File: src/rtl/calc_feeder.sv
// -----------------------------------------------------------------------------
// calc_feeder
//
// Streams one 4-window correlation job into a downstream accumulator.
// For each window it walks WIN_LEN sample pairs. It reads f from
// base_f+idx and g from base_g+win*G_STEP+idx. Each pair is delivered as
// one work beat, and the first beat of each window carries change=1.
// After the fourth window a terminating beat (change=1, zero data) closes
// the last window.
//
// Handshake: start is a one-cycle request that is accepted only in IDLE.
// rd_en is a read strobe whose data (f_rdata/g_rdata) is valid exactly one
// cycle later. work is a one-cycle beat strobe. change, fdata and gdata are
// stable for the whole cycle before work rises and for the work cycle.
//
// Ports
//   clk, rst          clock, synchronous active-high reset
//   start             job request (ignored unless idle)
//   base_f, base_g    row start addresses, latched when start is accepted
//   f_addr, g_addr    pixel memory read addresses (zero when not reading)
//   rd_en             memory read strobe
//   f_rdata, g_rdata  read data, one cycle after rd_en
//   startsig          accumulator clear pulse
//   work              accumulator beat strobe
//   change            window-advance flag qualifying work
//   fdata, gdata      sample pair delivered with work
//   busy              job in progress (CLR..TSTROBE)
//   done              one-cycle completion pulse
//   dbg_state         current FSM state encoding
// -----------------------------------------------------------------------------
module calc_feeder #(
    parameter int WIN_LEN = 16,
    parameter int G_STEP  = 1,
    parameter int ADDR_W  = 10
) (
    input  logic              clk,
    input  logic              rst,
    input  logic              start,
    input  logic [ADDR_W-1:0] base_f,
    input  logic [ADDR_W-1:0] base_g,
    output logic [ADDR_W-1:0] f_addr,
    output logic [ADDR_W-1:0] g_addr,
    output logic              rd_en,
    input  logic [2:0]        f_rdata,
    input  logic [2:0]        g_rdata,
    output logic              startsig,
    output logic              work,
    output logic              change,
    output logic [2:0]        fdata,
    output logic [2:0]        gdata,
    output logic              busy,
    output logic              done,
    output logic [3:0]        dbg_state
);

    typedef enum logic [3:0] {
        IDLE    = 4'd0,
        CLR     = 4'd1,
        GAP     = 4'd2,
        FETCH   = 4'd3,
        SETUP   = 4'd4,
        STROBE  = 4'd5,
        TSETUP  = 4'd6,
        TSTROBE = 4'd7,
        FIN     = 4'd8
    } state_t;

    localparam int                IDX_W    = (WIN_LEN > 1) ? $clog2(WIN_LEN) : 1;
    localparam logic [IDX_W-1:0]  IDX_LAST = IDX_W'(WIN_LEN - 1);
    localparam logic [ADDR_W-1:0] G_STEP_A = ADDR_W'(G_STEP);

    state_t            state_q, state_d;
    logic [1:0]        win_q;
    logic [IDX_W-1:0]  idx_q;
    logic [ADDR_W-1:0] base_f_q, base_g_q;
    logic [2:0]        fdata_q, gdata_q;
    logic [ADDR_W-1:0] win_off;

    // All address arithmetic is ADDR_W wide, so sums wrap naturally.
    assign win_off   = ADDR_W'(win_q) * G_STEP_A;
    assign dbg_state = state_q;

    always_comb begin
        state_d  = state_q;
        busy     = 1'b0;
        startsig = 1'b0;
        work     = 1'b0;
        done     = 1'b0;
        rd_en    = 1'b0;
        change   = 1'b0;
        f_addr   = '0;
        g_addr   = '0;
        fdata    = fdata_q;
        gdata    = gdata_q;
        unique case (state_q)
            IDLE: begin
                if (start) state_d = CLR;
            end
            CLR: begin
                busy     = 1'b1;
                startsig = 1'b1;
                state_d  = GAP;
            end
            GAP: begin
                busy    = 1'b1;
                state_d = FETCH;
            end
            FETCH: begin
                busy    = 1'b1;
                rd_en   = 1'b1;
                f_addr  = base_f_q + ADDR_W'(idx_q);
                g_addr  = base_g_q + win_off + ADDR_W'(idx_q);
                state_d = SETUP;
            end
            SETUP: begin
                // Read data is shown straight away so that the pair is
                // already stable in the cycle before work rises. It is
                // captured into fdata_q/gdata_q for the strobe cycle.
                busy    = 1'b1;
                change  = (idx_q == '0);
                fdata   = f_rdata;
                gdata   = g_rdata;
                state_d = STROBE;
            end
            STROBE: begin
                busy   = 1'b1;
                work   = 1'b1;
                change = (idx_q == '0);
                if (idx_q != IDX_LAST || win_q != 2'd3) state_d = FETCH;
                else                                    state_d = TSETUP;
            end
            TSETUP: begin
                busy    = 1'b1;
                change  = 1'b1;
                fdata   = '0;
                gdata   = '0;
                state_d = TSTROBE;
            end
            TSTROBE: begin
                busy    = 1'b1;
                work    = 1'b1;
                change  = 1'b1;
                fdata   = '0;
                gdata   = '0;
                state_d = FIN;
            end
            FIN: begin
                done    = 1'b1;
                state_d = IDLE;
            end
            default: state_d = IDLE;
        endcase
    end

    always_ff @(posedge clk) begin
        if (rst) begin
            state_q  <= IDLE;
            win_q    <= '0;
            idx_q    <= '0;
            base_f_q <= '0;
            base_g_q <= '0;
            fdata_q  <= '0;
            gdata_q  <= '0;
        end else begin
            state_q <= state_d;
            case (state_q)
                IDLE: begin
                    if (start) begin
                        base_f_q <= base_f;
                        base_g_q <= base_g;
                        win_q    <= '0;
                        idx_q    <= '0;
                    end
                end
                SETUP: begin
                    fdata_q <= f_rdata;
                    gdata_q <= g_rdata;
                end
                STROBE: begin
                    if (idx_q != IDX_LAST) begin
                        idx_q <= idx_q + IDX_W'(1);
                    end else if (win_q != 2'd3) begin
                        idx_q <= '0;
                        win_q <= win_q + 2'd1;
                    end
                end
                TSETUP: begin
                    // Leave zero data behind once the terminating beat ends.
                    fdata_q <= '0;
                    gdata_q <= '0;
                end
                default: ;
            endcase
        end
    end

endmodule

File: config.mk
export PLATFORM = sky130hd
export DESIGN_NAME = calc_feeder
export DESIGN_NICKNAME = d
export VERILOG_FILES = /design/src/rtl/calc_feeder.sv
export SDC_FILE = /design/constraint.sdc
export NUM_CORES = 1
export LEC_CHECK = 0
export CORE_UTILIZATION = 25
export DETAILED_ROUTE_END_ITERATION = 10
export MAX_ROUTING_LAYER = met4
export PLACE_DENSITY = 0.49
export SLEW_MARGIN = 25
export SYNTH_ARGS = -nofsm -noshare
export SYNTH_HDL_FRONTEND = slang
export SYNTH_SLANG_ARGS = --single-unit
File: constraint.sdc
create_clock -name clk -period 7.6 [get_ports clk]
set_input_delay 2.28 -clock clk [delete_from_list [all_inputs] [get_ports clk]]
set_output_delay 2.28 -clock clk [all_outputs]
set_load 0.05 [all_outputs]
==> results.yml, run 1 <==
clock_tree:
  clockRootBuffer: "clkbuf_8"
  numCtsBuffers: 5
  cts.sinks: 36
  ctsLongestPathBuffers: 2
  ctsResizeCount: 0
  post_cts_buffers: 0
  clock_latency_ns: 0.29
  cts_tree: "yes"
  postCtsHoldBufs: 0
  path_clk_slew_ns: 0.07
  cts_max_level: 2
critical_path:
  r2r_setup_slack_ns: 5.74
  slowest_delay_ns: 0.83
  crit_required_ns: 5.32
  crit_buf_inv: 2
  critical_path_arrival_ns: 3.82
  crit_top_cell: "clkdlybuf4s50_1"
  path_class: "input pin to output pin"
  crit_family: "buffers and inverters"
  end_kind: "output pin"
  cp_cell_sequence: "clkdlybuf4s50_1 > a22oi_1 > o21ai_0 > clkdlybuf4s50_1"
  cpMaxStageDelayCell: "clkdlybuf4s50_1"
  critPathLaunchType: "input pin"
  critical_path_peak_fanout: 2
timing:
  worst_slack_ns: 1.50
  fin_setup_tns_ns: 0
  max_freq_ghz: 0.164
  finalSetupViolations: 0
  final.setup_skew_ns: 0.00512
  hold_viol: 0
  layout_min_cycle_time_ns: 6.10
  max_slew.worst_pin.slew_ns: 0.852
  relSlewSlack_pct: 43.0
  rsz0062_at_grt: "no"
  report.final.slew_viol_count: 0
  finalCritPeriodShare_pct: 80.3
grt:
  grt_pass1_vias: 2143
  grt_util_all_layers_pct: 13.9
  grt_pass1_wl_um: 10400
  grt_max_degree: 34
  gr-total-overflow: 0
  antenna_found_initial: 0
route:
  vias: 2203
  vias_per_cell: 4.70
  drt_iter0_markers: 76
  drt-total-wl_um: 6030
  ant_nets: 0
  first_pass_iters: 4
  drc: 0
  wl_per_cell_um: 12.9
die:
  die_area_mm2: 0.00941
  fp-row-count: 34
  die_y_um: 97.0
  die_x_um: 97.0
  start_util_pct: 25.9
  io_pins: 65
  coreArea_mm2: 0.00872
power_and_ir_drop:
  max-vdd-ir-drop_mv: 0.0560
  total_power_mw: 0.447
  leakagePower_nw: 1.15
  power_density_mw_per_mm2: 146
final_layout:
  fillers: 926
  drive_above_1_share_pct: 4.43
  multiInputGateArea_mm2: 0.00140
  final_cells: 469
  regArea_um2: 721
  num_antenna_cells: 0
  nets: 407
  area_growth_pct: 35.2
placement:
  place_congestion: 0.778
  dpl.cell_count: 462
  port_buffers: 64
  pre_cts_slack_ns: 1.50
  dp_hpwl_um: 4320
synth:
  ys_seq_elements: 36
  yosysSeqAreaShare_pct: 31.9
  syn-instance-count: 305
  yosysMostFrequentCell: "nand2_1"
  ys.flop_type: "dfxtp_1"
  netlist.area_leader.share_pct: 31.9
  syn_nets: 351
  synth.largest_area_cell: "dfxtp_1"
  synth-edff-count: 0
  syn_area_per_cell_um2: 7.40
  ys.warnings.count: 0
  netlist_area_mm2: 0.00226
  synth_top_cells_by_area: "dfxtp_1, nand2_1, a21oi_1"
  synth_common_cells: "nand2_1, a21oi_1, dfxtp_1"
  ys_types: 44
  ys_async_sr_fraction_pct: 0
run:
  maxCapViolations: 0
run_status:
  outcome: "finished clean"
min_path:
  hold_class: "flop to flop"
[logic make-up after synthesis]
kind of cell	after synthesis	synth area share (%)
AO/OA/AOI/OAI	74	18.7
XOR/XNOR	4	1.55
adder cells (fa/ha/maj)	17	10.8
buffers and inverters	29	5.99
flip-flops	36	31.9
multiplexers	4	1.77
AND/OR/NAND/NOR	141	29.3
[final timing paths]
kind / endpoint / from / cells past startpoint
worst max-delay path: gdata[0] / g_rdata[0] / 4
worst min-delay path: base_g_q[1] / base_g_q[1] / 2
worst max register to register: base_f_q[6] / dbg_state[0] / 4
worst min register to register: base_g_q[1] / base_g_q[1] / 2
[state kept, by name (all words and copies together) (netlist names)]
register and flops:
base_f_q 10, base_g_q 10, dbg_state 4, idx_q 4, fdata_q 3, gdata_q 3
win_q 2
[per-layer routing]
layer  global-route usage (%)  routed length, um  share of wire (%)
met5                        -                  0                  0
met4                     3.10                 61                1.0
met3                     3.18                257                4.3
met2                     21.2               2630                 44
met1                     18.6               3090                 51
[through the flow]
stage	instance area [um2]	hold slack, ns	utilization (%)
after detailed placement	2960	0.446	33.9
after CTS	3050	0.457	35.0
final	3050	0.453	35.0
after floorplan	2260	0.436	-
after global routing	3050	0.476	35.0
after global placement	2960	0.449	33.9
[worst register-to-register path, cell delays in order (launching register included)]
cell and delay, ns:
dfxtp_1 0.47, nor2_1 0.27, nand3_1 0.65, nand2_1 0.27, a21oi_1 0.08
[layout by cell type (no fill, tap or decap), drive strengths merged, types with 4 or more instances in the layout]
cell type	n
nand2b	5
a21oi	43
clkbuf	7
ha	13
a21o	4
fa	4
dfxtp	36
and2	6
o21ai	15
nor2	18
inv	12
mux2i	4
nand2	73
a211oi	4
nand3	14
clkdlybuf4s50	64
[report_power, final]
part / switching, mW / internal [mW]
clock: 0.0689 / 0.0808
combinational: 0.0510 / 0.0359
sequential: 0.0119 / 0.198
[area by class of cell]
class	count	share of cell area (%)
flip-flops and latches	36	23.6
inverters	13	1.64
well taps	108	4.43
clock buffers	7	3.16
repair buffers	65	21.2
multi-input cells	240	45.9
Note: power is estimated with default switching activity, not from simulation.
==> run 2: changes to the inputs <==
==> constraint.sdc (replaced) <==
create_clock -name clk -period 6.21 [get_ports clk]
set_input_delay 1.863 -clock clk [delete_from_list [all_inputs] [get_ports clk]]
set_output_delay 1.863 -clock clk [all_outputs]
set_load 0.05 [all_outputs]
==> results.yml, run 2 (synthesis results as in run 1) <==
run_status:
  outcome: "finished clean"
die:
  coreArea_mm2: 0.00872
  die_area_mm2: 0.00941
  die_y_um: 97.0
  die_x_um: 97.0
  io_pins: 65
  fp-row-count: 34
  start_util_pct: 25.9
final_layout:
  mostFrequentLayoutCell: "nand2_1"
  num_antenna_cells: 0
  area_growth_pct: 34.4
  drive_above_1_share_pct: 4.16
  nets: 407
  fillers: 952
  final_cell_mix: "nand2_1, clkdlybuf4s50_1, a21oi_1"
  multiInputGateArea_mm2: 0.00140
  regArea_um2: 721
  largestRegisters: "base_f_q (10), base_g_q (10)"
placement:
  port_buffers: 64
  place_congestion: 0.757
  dp_hpwl_um: 4350
  pre_cts_slack_ns: 0.926
critical_path:
  critPathLaunchType: "flop"
  end_kind: "output pin"
  critical_path_peak_fanout: 5
  critical_path_arrival_ns: 3.70
  crit_required_ns: 4.35
  path_class: "flop to output pin"
route:
  ant_nets: 0
  vias: 2223
  drt_iter0_markers: 56
  drt-total-wl_um: 6040
  drc: 0
  wl_per_cell_um: 12.9
  first_pass_iters: 4
  vias_per_cell: 4.74
timing:
  report.final.slew_viol_count: 0
  final.setup_skew_ns: 0.00753
  finalCritPeriodShare_pct: 89.5
  rsz0062_at_grt: "no"
  max_freq_ghz: 0.180
  relSlewSlack_pct: 42.0
  worst_slack_ns: 0.651
  fin_setup_tns_ns: 0
  layout_min_cycle_time_ns: 5.56
  finalSetupViolations: 0
  max_slew.worst_pin.slew_ns: 0.868
  hold_viol: 0
power_and_ir_drop:
  max-vdd-ir-drop_mv: 0.0947
  power_density_mw_per_mm2: 173
  leakagePower_nw: 1.14
grt:
  antenna_found_initial: 0
  gr-total-overflow: 0
  grt_max_degree: 34
  grt_util_all_layers_pct: 13.9
  grt_pass1_wl_um: 10500
  grt_pass1_vias: 2255
clock_tree:
  post_cts_buffers: 0
  postCtsHoldBufs: 0
  clock_latency_ns: 0.29
  clockRootBuffer: "clkbuf_8"
  cts_tree: "yes"
  numCtsBuffers: 5
  path_clk_slew_ns: 0.07
  cts_max_level: 2
  cts.sinks: 36
  ctsLongestPathBuffers: 2
  ctsResizeCount: 0
run:
  maxCapViolations: 0
min_path:
  hold_class: "flop to flop"
[run 2: cell type report]
class                           instances  area share, %
Multi-Input combinational cell        240           46.2
Sequential cell                        36           23.8
Timing Repair Buffer                   65           21.4
Tap cell                              108           4.46
Clock buffer                            6           2.39
Inverter                               13           1.65
Clock inverter                          1          0.165
[run 2: worst max-delay path, stage by stage (launching register included)]
cell	delay, ns
dfxtp_1	0.41
inv_1	0.14
fa_1	0.54
inv_1	0.04
ha_1	0.23
fa_1	0.42
a21o_1	0.20
a21oi_1	0.31
o21ai_0	0.15
a21oi_1	0.14
clkdlybuf4s50_1	0.82
[run 2: path summary, 6_finish.rpt]
path | depth (start not counted) | slack, ns | from | endpoint
setup / recovery | 10 | 0.65 | idx_q[1] | g_addr[9]
hold / removal | 2 | 0.46 | fdata_q[0] | fdata_q[0]
setup reg to reg | 4 | 4.33 | dbg_state[0] | base_f_q[5]
hold reg to reg | 2 | 0.46 | fdata_q[0] | fdata_q[0]
[run 2: per-stage QoR]
step	hold slack (ns)	std cells	utilization (%)	power, mW	instance area, um2
6_report	0.456	469	34.8	0.524	3030
3_3_place_gp	0.442	462	33.9	0.370	2960
3_5_place_dp	0.449	462	33.9	0.371	2960
2_1_floorplan	0.436	305	-	0.328	2260
4_1_cts	0.458	469	34.8	0.532	3030
5_1_grt	0.478	469	34.8	0.556	3030
[run 2: where the power goes]
group	leakage [nW]	total [mW]	switching, mW	internal (mW)
clock	0.0410	0.161	0.0841	0.0764
sequential	0.293	0.258	0.0147	0.243
combinational	0.805	0.106	0.0620	0.0439
[run 2: metal layers]
layer,part of all wire [%],vias to the layer above,wire [um],GRT usage [%]
met1,50,1021,3000,18.0
met5,0,-,0,-
met3,4.3,5,259,3.11
met2,45,46,2720,22.0
met4,0.93,0,56,3.21
li1,-,1151,-,-
